## src/rtl/key_event_encoder_pkg.sv

```systemverilog
// ---------------------------------------------------------------------------
// key_pkg : shared key-event types and the lowest-set-bit helper
// Rev 1.0
// ---------------------------------------------------------------------------
`default_nettype none

package key_pkg;

  localparam int KEY_N      = 16;
  localparam int KEY_CODE_W = 4;

  typedef struct packed {
    logic [KEY_CODE_W-1:0] code;
    logic                  press;
    logic                  rpt;
  } key_evt_t;

  // Descending walk so the last hit, which is the lowest index, wins
  function automatic logic [KEY_CODE_W-1:0] lowest_set(input logic [KEY_N-1:0] v);
    logic [KEY_CODE_W-1:0] idx;
    idx = '0;
    for (int i = KEY_N - 1; i >= 0; i--) begin
      if (v[i]) idx = KEY_CODE_W'(i);
    end
    return idx;
  endfunction

endpackage

`default_nettype wire

```

## src/rtl/key_event_encoder_if.sv

```systemverilog
// ---------------------------------------------------------------------------
// key_event_encoder_if : valid/ready key-event channel toward display/control
// Rev 1.0
// ---------------------------------------------------------------------------
`default_nettype none

interface key_event_encoder_if;
  import key_pkg::*;

  logic                  evt_valid;
  logic                  evt_ready;
  logic [KEY_CODE_W-1:0] evt_code;
  logic                  evt_press;
  logic                  evt_rpt;

  modport master (output evt_valid, evt_code, evt_press, evt_rpt, input evt_ready);
  modport slave  (input evt_valid, evt_code, evt_press, evt_rpt, output evt_ready);

endinterface

`default_nettype wire

```

## src/rtl/key_event_encoder_fifo.sv

```systemverilog
// ---------------------------------------------------------------------------
// key_evt_fifo : synchronous key-event FIFO with a registered head word
// Rev 1.0
// ---------------------------------------------------------------------------
`default_nettype none

module key_evt_fifo
  import key_pkg::*;
#(
  parameter int DEPTH = 4
) (
  input  wire logic     clk,
  input  wire logic     RSTn,
  input  wire logic     i_push,
  input  wire key_evt_t i_din,
  input  wire logic     i_pop,
  output logic          o_full,
  output logic          o_empty,
  output key_evt_t      o_head
);

  localparam int AW = $clog2(DEPTH);
  localparam int PW = AW + 1;

  logic [PW-1:0] r_wr_ptr;
  logic [PW-1:0] r_rd_ptr;
  logic [PW-1:0] w_wr_nxt;
  logic [PW-1:0] w_rd_nxt;
  logic          w_do_push;
  logic          w_do_pop;
  key_evt_t      r_mem [DEPTH];
  key_evt_t      r_head;

  assign o_empty   = (r_wr_ptr == r_rd_ptr);
  assign o_full    = (r_wr_ptr[AW] != r_rd_ptr[AW]) &&
                     (r_wr_ptr[AW-1:0] == r_rd_ptr[AW-1:0]);
  assign w_do_pop  = i_pop & ~o_empty;
  assign w_do_push = i_push & (~o_full | w_do_pop);
  assign w_wr_nxt  = r_wr_ptr + PW'(w_do_push);
  assign w_rd_nxt  = r_rd_ptr + PW'(w_do_pop);
  assign o_head    = r_head;

  always_ff @(posedge clk) begin
    if (w_do_push) r_mem[r_wr_ptr[AW-1:0]] <= i_din;
  end

  // Head bypasses the array when the word being written becomes the new head
  always_ff @(posedge clk or negedge RSTn) begin
    if (!RSTn) begin
      r_wr_ptr <= '0;
      r_rd_ptr <= '0;
      r_head   <= '0;
    end else begin
      r_wr_ptr <= w_wr_nxt;
      r_rd_ptr <= w_rd_nxt;
      if (w_do_push && (w_rd_nxt[AW-1:0] == r_wr_ptr[AW-1:0])) r_head <= i_din;
      else                                                      r_head <= r_mem[w_rd_nxt[AW-1:0]];
    end
  end

endmodule

`default_nettype wire

```

## src/rtl/key_event_encoder.sv

```systemverilog
// ---------------------------------------------------------------------------
// key_event_encoder : key level changes -> queued press/release/repeat events
// Optional auto-repeat compiled in with `define KEY_REPEAT_EN.  Rev 1.0
// ---------------------------------------------------------------------------
`default_nettype none

module key_event_encoder
  import key_pkg::*;
#(
  parameter int FIFO_DEPTH   = 4,
  parameter int REPEAT_DELAY = 50_000_000,
  parameter int REPEAT_RATE  = 10_000_000
) (
  input  wire logic             clk,
  input  wire logic             RSTn,
  input  wire logic [KEY_N-1:0] key_deb,
  key_event_encoder_if.master   evt
);

  logic [KEY_N-1:0]      r_key_lvl;
  logic [KEY_N-1:0]      r_pend;
  logic [KEY_N-1:0]      w_served;
  logic [KEY_CODE_W-1:0] w_sel;
  logic                  w_has_pend;
  logic                  w_full;
  logic                  w_empty;
  logic                  w_pop;
  logic                  w_room;
  logic                  w_push_edge;
  logic                  w_push;
  key_evt_t              w_din;
  key_evt_t              w_head;

  assign w_has_pend  = |r_pend;
  assign w_sel       = lowest_set(r_pend);
  assign w_pop       = ~w_empty & evt.evt_ready;
  assign w_room      = ~w_full | w_pop;
  assign w_push_edge = w_has_pend & w_room;
  assign w_served    = w_push_edge ? (KEY_N'(1) << w_sel) : '0;

  // A bit re-toggling while pending stays set; its level is read at push time
  always_ff @(posedge clk or negedge RSTn) begin
    if (!RSTn) begin
      r_key_lvl <= '0;
      r_pend    <= '0;
    end else begin
      r_key_lvl <= key_deb;
      r_pend    <= (r_pend & ~w_served) | (key_deb ^ r_key_lvl);
    end
  end

`ifdef KEY_REPEAT_EN
  localparam int CNT_MAX = (REPEAT_DELAY > REPEAT_RATE) ? REPEAT_DELAY : REPEAT_RATE;
  localparam int CNT_W   = $clog2(CNT_MAX + 1);
  // Loading N-1 makes the repeat land exactly N cycles after the previous push
  localparam logic [CNT_W-1:0] C_DELAY_LD = CNT_W'(REPEAT_DELAY - 1);
  localparam logic [CNT_W-1:0] C_RATE_LD  = CNT_W'(REPEAT_RATE - 1);

  logic [KEY_CODE_W-1:0] r_held_key;
  logic                  r_held_vld;
  logic [CNT_W-1:0]      r_rpt_cnt;
  logic                  w_rpt_req;
  logic                  w_push_rpt;

  assign w_rpt_req  = r_held_vld & (r_rpt_cnt == '0);
  assign w_push_rpt = w_rpt_req & ~w_has_pend & w_room;
  assign w_push     = w_push_edge | w_push_rpt;

  always_ff @(posedge clk or negedge RSTn) begin
    if (!RSTn) begin
      r_held_key <= '0;
      r_held_vld <= 1'b0;
      r_rpt_cnt  <= '0;
    end else if (w_push_edge && r_key_lvl[w_sel]) begin
      r_held_key <= w_sel;
      r_held_vld <= 1'b1;
      r_rpt_cnt  <= C_DELAY_LD;
    end else if (w_push_edge && (w_sel == r_held_key)) begin
      r_held_vld <= 1'b0;
      r_rpt_cnt  <= '0;
    end else if (w_push_rpt) begin
      r_rpt_cnt  <= C_RATE_LD;
    end else if (r_held_vld && (r_rpt_cnt != '0)) begin
      r_rpt_cnt  <= r_rpt_cnt - 1'b1;
    end
  end

  always_comb begin
    w_din.code  = w_sel;
    w_din.press = r_key_lvl[w_sel];
    w_din.rpt   = 1'b0;
    if (!w_push_edge) begin
      w_din.code  = r_held_key;
      w_din.press = 1'b1;
      w_din.rpt   = 1'b1;
    end
  end

  assign evt.evt_rpt = w_head.rpt;
`else
  logic w_unused_cfg;

  assign w_push       = w_push_edge;
  assign w_unused_cfg = w_head.rpt ^ (REPEAT_DELAY > REPEAT_RATE);

  always_comb begin
    w_din.code  = w_sel;
    w_din.press = r_key_lvl[w_sel];
    w_din.rpt   = 1'b0;
  end

  assign evt.evt_rpt = 1'b0;
`endif

  key_evt_fifo #(
    .DEPTH (FIFO_DEPTH)
  ) u_fifo (
    .clk     (clk),
    .RSTn    (RSTn),
    .i_push  (w_push),
    .i_din   (w_din),
    .i_pop   (w_pop),
    .o_full  (w_full),
    .o_empty (w_empty),
    .o_head  (w_head)
  );

  assign evt.evt_valid = ~w_empty;
  assign evt.evt_code  = w_head.code;
  assign evt.evt_press = w_head.press;

endmodule

`default_nettype wire

```

## src/flat_wrapper.sv

```systemverilog
// flat-port wrapper written by rule: the top's interface ports become plain ports
module key_event_encoder_flat import key_pkg::*;
#(
  parameter int FIFO_DEPTH   = 4,
  parameter int REPEAT_DELAY = 50_000_000,
  parameter int REPEAT_RATE  = 10_000_000
)
  (clk, RSTn, key_deb, evt_evt_valid, evt_evt_code, evt_evt_press, evt_evt_rpt, evt_evt_ready);
  key_event_encoder_if evt_i ();
  input  wire logic clk;
  input  wire logic RSTn;
  input  wire logic [KEY_N-1:0] key_deb;
  output wire logic [$bits(evt_i.evt_valid)-1:0] evt_evt_valid;
  output wire logic [$bits(evt_i.evt_code)-1:0] evt_evt_code;
  output wire logic [$bits(evt_i.evt_press)-1:0] evt_evt_press;
  output wire logic [$bits(evt_i.evt_rpt)-1:0] evt_evt_rpt;
  input wire logic [$bits(evt_i.evt_ready)-1:0] evt_evt_ready;
  assign evt_evt_valid = evt_i.evt_valid;
  assign evt_evt_code = evt_i.evt_code;
  assign evt_evt_press = evt_i.evt_press;
  assign evt_evt_rpt = evt_i.evt_rpt;
  assign evt_i.evt_ready = evt_evt_ready;
  key_event_encoder #(.FIFO_DEPTH(FIFO_DEPTH), .REPEAT_DELAY(REPEAT_DELAY), .REPEAT_RATE(REPEAT_RATE)) u_core (.clk(clk), .RSTn(RSTn), .key_deb(key_deb), .evt(evt_i));
endmodule
```

## config.mk

```make
export PLATFORM = sky130hd
export DESIGN_NAME = key_event_encoder_flat
export DESIGN_NICKNAME = d
export VERILOG_FILES = /design/src/rtl/key_event_encoder_pkg.sv /design/src/rtl/key_event_encoder_if.sv /design/src/rtl/key_event_encoder_fifo.sv /design/src/rtl/key_event_encoder.sv /design/src/flat_wrapper.sv
export SDC_FILE = /design/constraint.sdc
export NUM_CORES = 1
export LEC_CHECK = 0
export CAP_MARGIN = 25
export CORE_MARGIN = 2
export CORE_UTILIZATION = 30
export DETAILED_ROUTE_END_ITERATION = 10
export DONT_BUFFER_PORTS = 1
export PLACE_DENSITY_LB_ADDON = 0.3
export RECOVER_POWER = 25
export SLEW_MARGIN = 20
export SYNTH_ARGS = -nofsm -noshare
export SYNTH_HDL_FRONTEND = slang
export SYNTH_SLANG_ARGS = --single-unit
export TNS_END_PERCENT = 30
```

## constraint.sdc

```tcl
create_clock -name clk -period 6.4 [get_ports clk]
set_clock_uncertainty 0.2 [all_clocks]
set_input_delay 1.6 -clock clk [delete_from_list [all_inputs] [get_ports clk]]
set_output_delay 1.6 -clock clk [all_outputs]
set_load 0.02 [all_outputs]
```

==> metrics.yaml, run 1 <==
synth:
  synth-xor-area-share_pct: 7.10
  synth.distinct_cells: 53
  synth_top_area_cell: "dfrtp_1"
  synthAdderAreaFrac_pct: 1.76
  yosysWarnings: 0
  ys.flop_type: "dfrtp_1"
  synthCells: 229
  postSynthAreaPerCell_um2: 12.4
  synth_area_leaders: "dfrtp_1, edfxtp_1, xnor2_1"
  netlist.area_leader.share_pct: 37.9
  syn_nets: 252
  synthMuxAreaShare_pct: 4.37
  synthArstFlopShare_pct: 68.3
  synth-seq-cells: 63
  synth_top_family_by_area: "compound AO/OA/AOI/OAI gates"
  synth_edf_count: 20
  synth-compound-area-share_pct: 12.8
  synth-seq-area-share_pct: 59.1
  synthSimpleGateAreaFrac_pct: 12.7
  syn-cell-area_mm2: 0.00284
grt:
  grt_pass1_vias: 1865
  antenna_found_initial: 0
  grt_start_max_net_pins: 44
  grt_usage_pct: 13.0
  grt_pass1_wl_um: 9600
  grt_overflow: 0
clock_tree:
  ctsResizeCount: 0
  max-clock-path-buffers: 2
  clk_pin_slew_ns: 0.07
  clock-sinks: 63
  clk_latency_ns: 0.35
  cts_buffers: 9
  root_buffer: "clkbuf_8"
  cts_tree: "built"
  htree_levels: 3
  post_cts_buffers: 0
  holdBufCountCts: 0
sta:
  drv_slew: 0
  hold_viol: 0
  min_period_ns: 3.22
  setup_ws_ns: 3.18
  worst_slew_pin_slew_ns: 0.959
  max_freq_ghz: 0.310
  period_share_pct: 50.4
  finalSetupTns_ns: 0
  rsz0062_at_grt: "false"
  finalSetupViolCount: 0
  slew_headroom_pct: 35.6
  fin_hold_ws_ns: 0.292
cells_and_area:
  stdcell_count: 352
  regArea_mm2: 0.00168
  n_antenna_cell: 0
  final_common_cell: "dfrtp_1"
  multiInputGateArea_mm2: 0.00110
  drive_gt1_share_pct: 14.9
  final_cell_mix: "dfrtp_1, nand2_1, xnor2_1"
  area_growth_pct: 12.0
  fillCellCount: 895
  final_nets: 259
  stdcell_area_mm2: 0.00318
routing:
  wire_per_inst_um: 16.7
  drt-total-wl_um: 5860
  avgViaCountPerCell: 5.01
  postRouteAntennaNets: 0
  drc: 0
  vias: 1762
  firstDrtPassIters: 4
  dr.first_iter.drc_count: 63
min_path:
  hold_class: "reg2reg"
  hold-path-cell-count: 1
  whs_endpoint: "u_core.u_fifo.r_rd_ptr[2]"
  worstHoldStart: "u_core.u_fifo.r_rd_ptr[2]"
placement:
  port_buffers: 0
  dpl.cell_count: 336
  routabilityCongestion: 0.818
  dpl_worst_slack_ns: 2.89
  place_hpwl_um: 4180
  dpl-instance-area_mm2: 0.00296
worst_setup_path:
  required_ns: 6.27
  r2r-start: "u_core.r_pend[5]"
  cp_max_fo: 11
  slowest_stage: "nor4_1"
  reg2reg_depth: 8
  timing_worst_setup_path_type: "reg2reg"
  r2r_slack_ns: 3.18
  start_kind: "register"
  cpPeakStageDelay_ns: 0.64
  end_kind: "register"
  arrival_ns: 3.10
  cp_cell_sequence: "nor4_1 -> o21ai_1 -> nand2_2 -> clkinv_1 -> o41ai_1 -> a211oi_2 -> o21ai_1 -> nand2_1"
  crit_top_cell: "o21ai_1"
  r2r_end: "u_core.u_fifo.r_mem[2][0]"
pwr:
  leakagePower_uw: 0.00114
  ir_drop_uv: 172
  pwr_density_cell_mw_per_mm2: 453
run_status:
  outcome: "complete, no violations"
job:
  drv_cap: 0
floorplanning:
  coreArea_mm2: 0.00920
  die_y_um: 101
  io_pins: 26
  dieArea_mm2: 0.0102
  die_w_um: 101
  row_count: 35
  initial_core_util_pct: 30.8
-- worst max path at each step --
stage / to / slack, ns / start
floorplan: u_core.u_fifo.o_head[5] / 2.96 / evt_evt_ready
global placement: u_core.u_fifo.o_head[5] / 2.97 / evt_evt_ready
detailed placement: u_core.u_fifo.o_head[5] / 2.89 / evt_evt_ready
CTS: u_core.u_fifo.r_mem[2][0] / 3.17 / u_core.r_pend[5]
global route: u_core.u_fifo.r_mem[2][0] / 2.95 / u_core.r_pend[5]
finish: u_core.u_fifo.r_mem[2][0] / 3.18 / u_core.r_pend[5]
-- power by group --
part / internal (uW) / total [uW] / switching, uW
clock: 220 / 382 / 162
sequential: 540 / 615 / 75.2
combinational: 196 / 441 / 245
-- state kept, by name, indices dropped and copies added (netlist names) --
name	flops
u_core.u_fifo.r_wr_ptr	3
u_core.r_pend	16
u_core.r_key_lvl	16
u_core.u_fifo.r_mem	20
u_core.u_fifo.r_rd_ptr	3
u_core.u_fifo.o_head	5
-- cell usage after synthesis, drive strengths merged (3+ instances only) --
master and n:
dfrtp 43, nand2 32, o21ai 21, xnor2 21
edfxtp 20, inv 9, nor2 8, a211oi 5
mux4 5, nand3 5, nor3 5, nor4 5
a22oi 4, ha 4, nand2b 4, a2111oi 3
nor3b 3
-- routing by layer --
| metal | vias up | wire [um] | share of wire [%] | GRT usage [%] |
|---|---|---|---|---|
| li1 | 841 | - | - | - |
| met1 | 878 | 2660 | 45 | 16.0 |
| met2 | 35 | 2890 | 49 | 20.9 |
| met3 | 8 | 242 | 4.1 | 4.55 |
| met4 | 0 | 68 | 1.2 | 5.09 |
| met5 | - | 0 | 0 | 0 |
-- critical path: cells and delay by family, from the launching register on --
family	cells	cell delay (ns)
DFF	1	0.43
AOI/OAI and AO/OA	4	1.03
and+or+nand+nor	3	0.98
buffers and inverters	1	0.32
-- logic make-up after synthesis --
family,after synthesis
xor+xnor,23
other cells,1
mux,6
buf+inv,14
fa+ha+maj,4
flops,63
compound gates,47
simple gates,71
-- area by class of cell --
class                      count  share of cell area (%)
multi-input combinational    152                    34.7
sequential                    63                    52.8
inverter                      10                    1.18
clock inverter                 7                    3.03
clock buffer                   9                    3.90
tap                          111                    4.37
-- through the flow --
stage	power, uW	util [%]
2_1_floorplan	964	-
3_3_place_gp	1070	32.1
3_5_place_dp	1070	32.1
4_1_cts	1460	34.5
5_1_grt	1540	34.5
6_report	1440	34.5
Note: power is estimated with default switching activity, not from simulation.
==> inputs of run 2 (changes only) <==
- ABC_AREA: unset -> 1
- clock period: 6.4 -> 2.7 ns (I/O delays scaled with it)
==> metrics.yaml, run 2 <==
run_status:
  outcome: "complete, no violations"
pwr:
  ir_drop_uv: 332
  fin_total_pwr_uw: 3740
  pwr_density_cell_mw_per_mm2: 1120
  leakagePower_uw: 0.00141
worst_setup_path:
  slowest_stage: "dfrtp_1"
  cp_max_fo: 9
  crit_end: "u_core.u_fifo.o_head[5]"
  r2r-start: "u_core.u_fifo.r_rd_ptr[2]"
  startpoint: "u_core.u_fifo.r_rd_ptr[2]"
  path_buf_inv: 3
  cp.depth: 12
  required_ns: 2.70
  cpPeakStageDelay_ns: 0.39
  reg2reg_depth: 12
  end_kind: "register"
  timing_worst_setup_path_type: "reg2reg"
  r2r_end: "u_core.u_fifo.o_head[5]"
  critPathTopFamily: "simple AND/OR/NAND/NOR gates"
  start_kind: "register"
  arrival_ns: 2.46
  r2r_slack_ns: 0.24
  cp_cell_sequence: "xor2_1 -> nand3b_1 -> nand2_1 -> inv_1 -> ha_1 -> ha_2 -> inv_1 -> nor2_1 -> nor4_2 -> inv_2 -> nand2_1 -> o21ai_0"
synth:
  synth-seq-area-share_pct: 58.7
  syn_nets: 310
  synthArstFlopShare_pct: 68.3
  netlist.area_leader.share_pct: 37.7
  synth_common_cells: "nand2_1, dfrtp_1, inv_1"
  yosysMostFrequentCell: "nand2_1"
  ys.flop_type: "dfrtp_1"
  postSynthAreaPerCell_um2: 9.94
  syn-cell-area_mm2: 0.00285
  synth-seq-cells: 63
  yosysWarnings: 0
  synth_top_area_cell: "dfrtp_1"
  synth_area_leaders: "dfrtp_1, edfxtp_1, nand2_1"
  synth_edf_count: 20
  synthCells: 287
  synth.distinct_cells: 25
floorplanning:
  row_count: 35
  die_w_um: 102
  io_pins: 26
  coreArea_mm2: 0.00924
  die_y_um: 102
  initial_core_util_pct: 30.9
  dieArea_mm2: 0.0103
routing:
  postRouteAntennaNets: 0
  drc: 0
  drt-total-wl_um: 6250
  firstDrtPassIters: 4
  avgViaCountPerCell: 4.41
  vias: 1953
  wire_per_inst_um: 14.1
  dr.first_iter.drc_count: 135
clock_tree:
  cts_tree: "built"
  max-clock-path-buffers: 2
  cts_buffers: 9
  htree_levels: 3
  clk_pin_slew_ns: 0.07
  root_buffer: "clkbuf_8"
  post_cts_buffers: 0
  clock-sinks: 63
  clk_latency_ns: 0.33
cells_and_area:
  drive_gt1_share_pct: 13.7
  largest_reg_flops: 20
  fillCellCount: 939
  area_growth_pct: 16.6
  n_antenna_cell: 0
  final_cell_mix: "nand2_1, dfrtp_1, inv_1"
  stdcell_count: 443
  final_common_cell: "nand2_1"
  final_nets: 332
sta:
  min_period_ns: 2.46
  finalSetupViolCount: 0
  period_share_pct: 91.1
  max_freq_ghz: 0.407
  slew_headroom_pct: 26.8
  worst_slew_pin_slew_ns: 1.10
  finalSetupTns_ns: 0
  hold_viol: 0
  fin_hold_ws_ns: 0.167
  rsz0062_at_grt: "false"
  drv_slew: 0
grt:
  grt_usage_pct: 13.1
  grt_start_max_net_pins: 44
  antenna_found_initial: 0
  grt_pass1_vias: 1939
  grt_overflow: 0
  grt_pass1_wl_um: 10100
min_path:
  hold_class: "in2reg"
placement:
  place_hpwl_um: 4510
  port_buffers: 0
  dpl.cell_count: 425
  routabilityCongestion: 0.817
job:
  drv_cap: 0
==> run 2: timing repair <==
| action | CTS | global route |
|---|---|---|
| hold buffers | 2 | 0 |
| setup endpoints to repair | 0 | 5 |
| endpoints found under the hold margin | 43 | 0 |
| gates resized for setup | 0 | 2 |
==> run 2: stage by stage <==
step / setup slack, ns / instance area [um2] / util (%)
after CTS: 0.106 / 3350 / 36.2
final: 0.241 / 3330 / 36.0
after global placement: 0.196 / 3090 / 33.4
after global routing: 0.00500 / 3330 / 36.0
after floorplan: 0.103 / 2850 / -
after detailed placement: 0.118 / 3090 / 33.4
==> run 2: kinds of logic after synthesis <==
group | after synthesis | share of synthesized area, %
other | 1 | 0.131
AOI/OAI and AO/OA | 37 | 7.50
xor gates and xnor gates | 22 | 6.75
DFF | 63 | 58.7
buffers and inverters | 38 | 5.13
adders and majority gates | 4 | 1.75
and+or+nand+nor | 122 | 20.0
==> run 2: layer usage <==
metal | GRT usage, % | wire (um) | part of all wire (%) | vias to the layer above
li1 | - | - | - | 993
met5 | 0 | 0 | 0 | -
met1 | 18.3 | 2960 | 47 | 902
met4 | 5.61 | 108 | 1.7 | 0
met2 | 18.6 | 2680 | 43 | 49
met3 | 4.21 | 507 | 8.1 | 9
==> run 2: cell type report <==
| type | count | area, um2 | area share [%] |
|---|---|---|---|
| repair buffers | 13 | 97.6 | 2.93 |
| multi-input cells | 186 | 1030 | 31.1 |
| clock buffers | 12 | 155 | 4.66 |
| flip-flops and latches | 63 | 1680 | 50.4 |
| inverters | 36 | 135 | 4.06 |
| clock inverters | 4 | 67.6 | 2.03 |
| well taps | 129 | 161 | 4.85 |
==> run 2: worst min path at each step <==
stage,start,to,slack [ns],cells after the start
4_1_cts,key_deb[15],u_core.r_key_lvl[15],0.15,0
2_1_floorplan,RSTn,u_core.r_key_lvl[0],0.18,0
3_5_place_dp,RSTn,u_core.r_key_lvl[3],0.18,0
3_3_place_gp,RSTn,u_core.r_key_lvl[3],0.18,0
6_report,key_deb[5],u_core.r_key_lvl[5],0.17,0
5_1_grt,key_deb[15],u_core.r_key_lvl[15],0.15,0
==> run 2: where the power goes <==
group | switching, uW | internal (uW)
sequential | 150 | 1310
combinational | 859 | 514
clock | 344 | 565
total | 1350 | 2380
